===== src/rtl/game_pkg.sv =====
// game_pkg: scene codes and coordinate constants shared by player, enemy, bullet and render blocks
package game_pkg;
    localparam int COORD_W = 9;
    localparam int OFF_Y_DEFAULT = 300;
    localparam logic [1:0] SCENE_MENU = 2'd0;
    localparam logic [1:0] SCENE_PLAY = 2'd1;
    localparam logic [1:0] SCENE_OVER = 2'd2;
endpackage


===== src/rtl/free_slot_picker.sv =====
// free_slot_picker: first free slot at or after rr_ptr, wrapping round the pool
module free_slot_picker #(
    parameter int NUM_SLOTS = 4,
    parameter int SLOT_W = $clog2(NUM_SLOTS)
) (
    input  logic [NUM_SLOTS-1:0] busy,
    input  logic [SLOT_W-1:0]    rr_ptr,
    output logic                 found,
    output logic [SLOT_W-1:0]    index
);
    logic [SLOT_W-1:0] idx;
    // scan from furthest to nearest so the free slot closest to rr_ptr wins
    always_comb begin
        found = 1'b0;
        index = '0;
        idx = '0;
        for (int k = NUM_SLOTS - 1; k >= 0; k--) begin
            idx = SLOT_W'((int'(rr_ptr) + k) % NUM_SLOTS);
            if (!busy[idx]) begin
                found = 1'b1;
                index = idx;
            end
        end
    end
endmodule


===== src/rtl/bullet_pool_ctrl.sv =====
// bullet_pool_ctrl: round-robin player bullet pool; define BULLET_COOLDOWN_EN for a fire cooldown
module bullet_pool_ctrl
    import game_pkg::*;
#(
    parameter int NUM_SLOTS = 4,
    parameter int SPAWN_Y = 215,
    parameter int OFF_Y = OFF_Y_DEFAULT,
    parameter int X_OFFSET = 7,
    parameter int COOLDOWN = 32,
    parameter int SLOT_W = $clog2(NUM_SLOTS)
) (
    input  logic                           clk,
    input  logic                           rst_n,
    input  logic                           clk_en,
    input  logic [1:0]                     scene,
    input  logic                           fire_re,
    input  logic [COORD_W-1:0]             player_X,
    input  logic                           hit_valid,
    input  logic [SLOT_W-1:0]              hit_slot,
    output logic [NUM_SLOTS-1:0]           slot_active,
    output logic [COORD_W*NUM_SLOTS-1:0]   slot_X,
    output logic [COORD_W*NUM_SLOTS-1:0]   slot_Y,
    output logic                           fire_ack,
    output logic [SLOT_W-1:0]              fire_slot,
    output logic                           pool_full
);
    localparam logic [COORD_W-1:0] PARK = COORD_W'(OFF_Y);
    localparam logic [COORD_W-1:0] SPAWN = COORD_W'(SPAWN_Y);

    logic [COORD_W-1:0] x_q [NUM_SLOTS];
    logic [COORD_W-1:0] y_q [NUM_SLOTS];
    logic [COORD_W-1:0] x_n [NUM_SLOTS];
    logic [COORD_W-1:0] y_n [NUM_SLOTS];
    logic [NUM_SLOTS-1:0] busy, active_q;
    logic [SLOT_W-1:0] rr_ptr, pick;
    logic found, play, cd_ok, fire_ok;

    assign play = scene == SCENE_PLAY;
    assign pool_full = &busy;
    assign fire_ok = fire_re && play && found && cd_ok;
    assign slot_active = active_q;

`ifdef BULLET_COOLDOWN_EN
    logic [7:0] cooldown;
    assign cd_ok = cooldown == 8'd0;
    // reload on an accepted shot, count down on movement ticks, cleared outside play
    always_ff @(posedge clk) begin
        if (!rst_n || !play)
            cooldown <= '0;
        else if (fire_ok)
            cooldown <= 8'(COOLDOWN);
        else if (clk_en && cooldown != 8'd0)
            cooldown <= cooldown - 8'd1;
    end
`else
    assign cd_ok = 1'b1;
`endif

    // a slot is in flight whenever its Y is not parked
    always_comb begin
        for (int i = 0; i < NUM_SLOTS; i++)
            busy[i] = y_q[i] != PARK;
    end

    free_slot_picker #(.NUM_SLOTS(NUM_SLOTS), .SLOT_W(SLOT_W)) u_picker (
        .busy   (busy),
        .rr_ptr (rr_ptr),
        .found  (found),
        .index  (pick)
    );

    // per-slot next state: scene park, hit, top-edge retire, move, then spawn into a free slot
    always_comb begin
        for (int i = 0; i < NUM_SLOTS; i++) begin
            x_n[i] = x_q[i];
            y_n[i] = y_q[i];
            if (!play || (hit_valid && hit_slot == SLOT_W'(i) && busy[i]) || (busy[i] && y_q[i] == '0))
                y_n[i] = PARK;
            else if (busy[i])
                y_n[i] = clk_en ? y_q[i] - 1'b1 : y_q[i];
            else if (fire_ok && pick == SLOT_W'(i)) begin
                x_n[i] = COORD_W'(int'(player_X) + X_OFFSET);
                y_n[i] = SPAWN;
            end
        end
    end

    // slot registers, registered active decode, allocation pointer and fire handshake
    always_ff @(posedge clk) begin
        if (!rst_n) begin
            for (int i = 0; i < NUM_SLOTS; i++) begin
                x_q[i] <= '0;
                y_q[i] <= PARK;
            end
            active_q <= '0;
            rr_ptr <= '0;
            fire_ack <= 1'b0;
            fire_slot <= '0;
        end else begin
            for (int i = 0; i < NUM_SLOTS; i++) begin
                x_q[i] <= x_n[i];
                y_q[i] <= y_n[i];
                active_q[i] <= y_n[i] != PARK;
            end
            fire_ack <= fire_ok;
            if (fire_ok) begin
                fire_slot <= pick;
                rr_ptr <= (pick == SLOT_W'(NUM_SLOTS - 1)) ? '0 : pick + 1'b1;
            end
        end
    end

    // pack slot coordinates for the renderer
    always_comb begin
        for (int i = 0; i < NUM_SLOTS; i++) begin
            slot_X[COORD_W*i +: COORD_W] = x_q[i];
            slot_Y[COORD_W*i +: COORD_W] = y_q[i];
        end
    end
endmodule


===== config.mk =====
export PLATFORM = sky130hd
export DESIGN_NAME = bullet_pool_ctrl
export DESIGN_NICKNAME = d
export VERILOG_FILES = /design/src/rtl/game_pkg.sv /design/src/rtl/free_slot_picker.sv /design/src/rtl/bullet_pool_ctrl.sv
export SDC_FILE = /design/constraint.sdc
export NUM_CORES = 1
export LEC_CHECK = 0
export BUFFER_PORTS_ARGS = -buffer_cell sky130_fd_sc_hd__clkbuf_2
export CAP_MARGIN = 25
export CORE_MARGIN = 5
export CORE_UTILIZATION = 25
export DETAILED_ROUTE_END_ITERATION = 16
export SETUP_SLACK_MARGIN = 0.3
export SYNTH_ARGS = -nofsm -noshare
export SYNTH_HDL_FRONTEND = slang
export SYNTH_SLANG_ARGS = --single-unit

===== constraint.sdc =====
create_clock -name clk -period 8.51 [get_ports clk]
set_clock_uncertainty 0.1 [all_clocks]
set_input_delay 0.4255 -clock clk [delete_from_list [all_inputs] [get_ports clk]]
set_output_delay 0.4255 -clock clk [all_outputs]
set_load 0.02 [all_outputs]

==> flow_metrics.tcl <==
set metrics [dict create \
    netlist.area_leader.share_pct 35.6 \
    cts_root_buf "clkbuf_16" \
    wl_per_cell_um 15.7 \
    netlist_area_sq_um 4560 \
    hold_class "in2reg" \
    crit_arrival_ns 3.87 \
    r2r_slack_ns 4.80 \
    place_area_sq_um 5180 \
    top_level_ports 98 \
    drv_slew 0 \
    vias_per_cell 5.05 \
    peakVddDrop_uv 289 \
    synthCells 519 \
    htree_levels 3 \
    rows 49 \
    cts_setup_buffers 0 \
    p_leak_nw 2.57 \
    worstMarginPinSlew_ns 0.894 \
    fill_cells 1905 \
    nets 629 \
    synthToLayoutAreaGrowth_pct 20.7 \
    yosys.area.top_type "dfxtp_1" \
    routed_wl_mm 13.1 \
    fp.dieW_um 145 \
    startpoint "y_q[3][0]" \
    cap_violations 0 \
    drive_gt1_share_pct 23.4 \
    critPathKind "reg2reg" \
    finalCriticalPeriod_ns 3.71 \
    clock.fmax_mhz 270 \
    r2r_start "y_q[3][0]" \
    fin_crit_sh_pct 43.6 \
    cts_tree "built" \
    cts_sinks 81 \
    grt_pass1_wl_mm 21.5 \
    seqPwrFrac_pct 24.0 \
    diodes 0 \
    async_reset_ff_share_pct 0 \
    grt_pass1_vias 3989 \
    numPortBuffers 97 \
    fin_ws_ns 4.80 \
    switchingPower_w 0.00129 \
    synth_cell_types 74 \
    combPwrFrac_pct 60.4 \
    worstSetupEndpointType "flip-flop" \
    ys_ff_latch 81 \
    clock_path_buffers 2 \
    syn_avg_cell_area_sq_um 8.78 \
    ctsResizeCount 0 \
    hold_buffers 0 \
    initial_core_util_pct 25.4 \
    syn-num-nets 550 \
    dr.first_iter.drc_count 173 \
    synth_top_cells_by_area "dfxtp_1 (36%), o211a_1 (7.0%), nand2_1 (5.4%)" \
    finish.instance_area_sq_um 5500 \
    routabilityCongestion 0.881 \
    die_area_sq_um 21000 \
    route.detailed.drc 0 \
    regArea_sq_um 1620 \
    yosys_warnings 0 \
    antenna_found_initial 0 \
    hpwl_mm 9.79 \
    status "completed" \
    tns_ns 0 \
    multi_input_area_sq_um 2700 \
    intPower_w 0.00131 \
    required_ns 8.67 \
    critPathCapture "slot_active[0]" \
    reg2reg_depth 12 \
    synth_edf_count 0 \
    via_count 4201 \
    final_hold_viol_count 0 \
    relSlewSlack_pct 39.9 \
    finish.utilization_pct 30.6 \
    rr_endpoint "slot_active[0]" \
    pwr-share-clk_pct 15.6 \
    dieHeight_um 145 \
    clock_latency_ns 0.35 \
    synthFlopType "dfxtp_1" \
    setup_viol 0 \
    power_switching_share_pct 49.7 \
    crit_path_start_kind "flip-flop" \
    cp_max_fo 18 \
    ant_nets 0 \
    synth-seq-area-share_pct 35.6 \
    core-area_sq_um 18000 \
    numCtsBuffers 9 \
    power_density_nw_per_um2 473 \
    place_ws_ns 4.77 \
    firstDrtPassIters 4 \
    grt_usage_pct 12.3 \
    grt_max_degree 43 \
    overflow 0 \
    clk_pin_slew_ns 0.07 \
    rsz0062_at_grt "false" \
]
logic make-up (layout without fill, tap and decap cells):
kind of cell,Yosys count,after routing,share of synthesized area [%]
fa+ha+maj,13,13,3.57
buf+inv,52,136,5.14
xor+xnor,21,21,4.04
compound gates,136,136,23.8
mux,6,6,1.32
simple gates,210,210,26.6
flops,81,81,35.6
power groups by stage:
stage / clock network, W / logic [W] / registers [W]
final: 0.000406 / 0.00157 / 0.000625
after global routing: 0.000433 / 0.00175 / 0.000645
after CTS: 0.000416 / 0.00157 / 0.000625
after detailed placement: 0 / 0.00156 / 0.000631
after global placement: 0 / 0.00158 / 0.000631
after floorplan: 0 / 0.00115 / 0.000693
routing by layer:
metal / vias up / share of wire [%] / track usage (%)
met1: 1958 / 45 / 15.6
met2: 138 / 43 / 18.2
met3: 22 / 9.3 / 5.89
met4: 0 / 2.5 / 4.57
met5: - / 0 / 0
li1: 2083 / - / -
worst min-delay path by stage:
stage	startpoint	to	slack (ns)	cells after the start
global placement	fire_slot[0]	fire_slot[0]	0.36	2
global route	player_X[0]	x_q[1][0]	0.39	3
floorplan	fire_slot[0]	fire_slot[0]	0.44	2
CTS	player_X[0]	x_q[1][0]	0.36	3
finish	player_X[0]	x_q[1][0]	0.37	3
detailed placement	fire_slot[1]	fire_slot[1]	0.37	2
synthesized netlist by cell type, drive strengths merged, types with 4 or more instances:
master	instances
a211oi	5
a21o	11
a21oi	18
a22oi	4
a311oi	6
a31oi	6
and2	6
and3	6
and4b	5
buf	18
clkbuf	13
dfxtp	81
ha	13
inv	21
mux2i	6
nand2	65
nand3	12
nand3b	4
nand4	8
nand4b	6
nor2	27
nor2b	13
nor3	17
nor3b	7
nor4	9
o2111ai	4
o211a	32
o21ai	12
o22ai	7
o31ai	6
or2	6
or3	4
xnor2	14
xor2	7
stage by stage:
stage,cells,hold WS [ns],power [W]
floorplan,519,0.444,0.00184
global placement,815,0.362,0.00221
detailed placement,815,0.374,0.00219
CTS,831,0.364,0.00261
global route,832,0.389,0.00283
finish,832,0.374,0.00260
flip-flops by register name (all words and copies together) (netlist names):
| register | cells |
|---|---|
| fire_ack | 1 |
| fire_slot | 2 |
| rr_ptr | 2 |
| slot_active | 4 |
| x_q | 36 |
| y_q | 36 |
area by class of cell:
type | count | share of cell area [%]
Sequential cell | 81 | 29.5
Clock inverter | 5 | 1.16
Tap cell | 229 | 5.21
Clock buffer | 11 | 4.41
Inverter | 21 | 1.43
Multi-Input combinational cell | 386 | 49.1
Timing Repair Buffer | 99 | 9.21
critical path: stages, from the launching register on:
cell	delay, ns
dfxtp_1	0.49
inv_1	0.11
ha_1	0.23
nand2_1	0.23
or3_1	0.41
o21ai_0	0.15
o22ai_1	0.33
ha_1	0.22
nand4b_1	0.24
nor3_4	0.62
a21o_1	0.20
o311ai_1	0.10
o221ai_1	0.19
cell usage in the layout (no fill, tap or decap), types with 5 or more instances in the layout:
| cell | n |
|---|---|
| ha_1 | 13 |
| nor2b_1 | 13 |
| nor3_1 | 15 |
| a311oi_1 | 6 |
| nand2_1 | 65 |
| or2_2 | 6 |
| nor2_1 | 25 |
| and2_1 | 6 |
| nor4_1 | 7 |
| nor3b_1 | 7 |
| mux2i_1 | 6 |
| o22ai_1 | 7 |
| and3_1 | 6 |
| o21ai_0 | 12 |
| nand4_1 | 7 |
| clkbuf_16 | 9 |
| clkbuf_2 | 97 |
| and4b_1 | 5 |
| a21oi_1 | 18 |
| dfxtp_1 | 81 |
| xnor2_1 | 14 |
| nand4b_1 | 5 |
| a31oi_1 | 6 |
| inv_1 | 21 |
| xor2_1 | 7 |
| nand3_1 | 12 |
| a21o_1 | 11 |
| o211a_1 | 32 |
(Power assumes the default switching activity.)
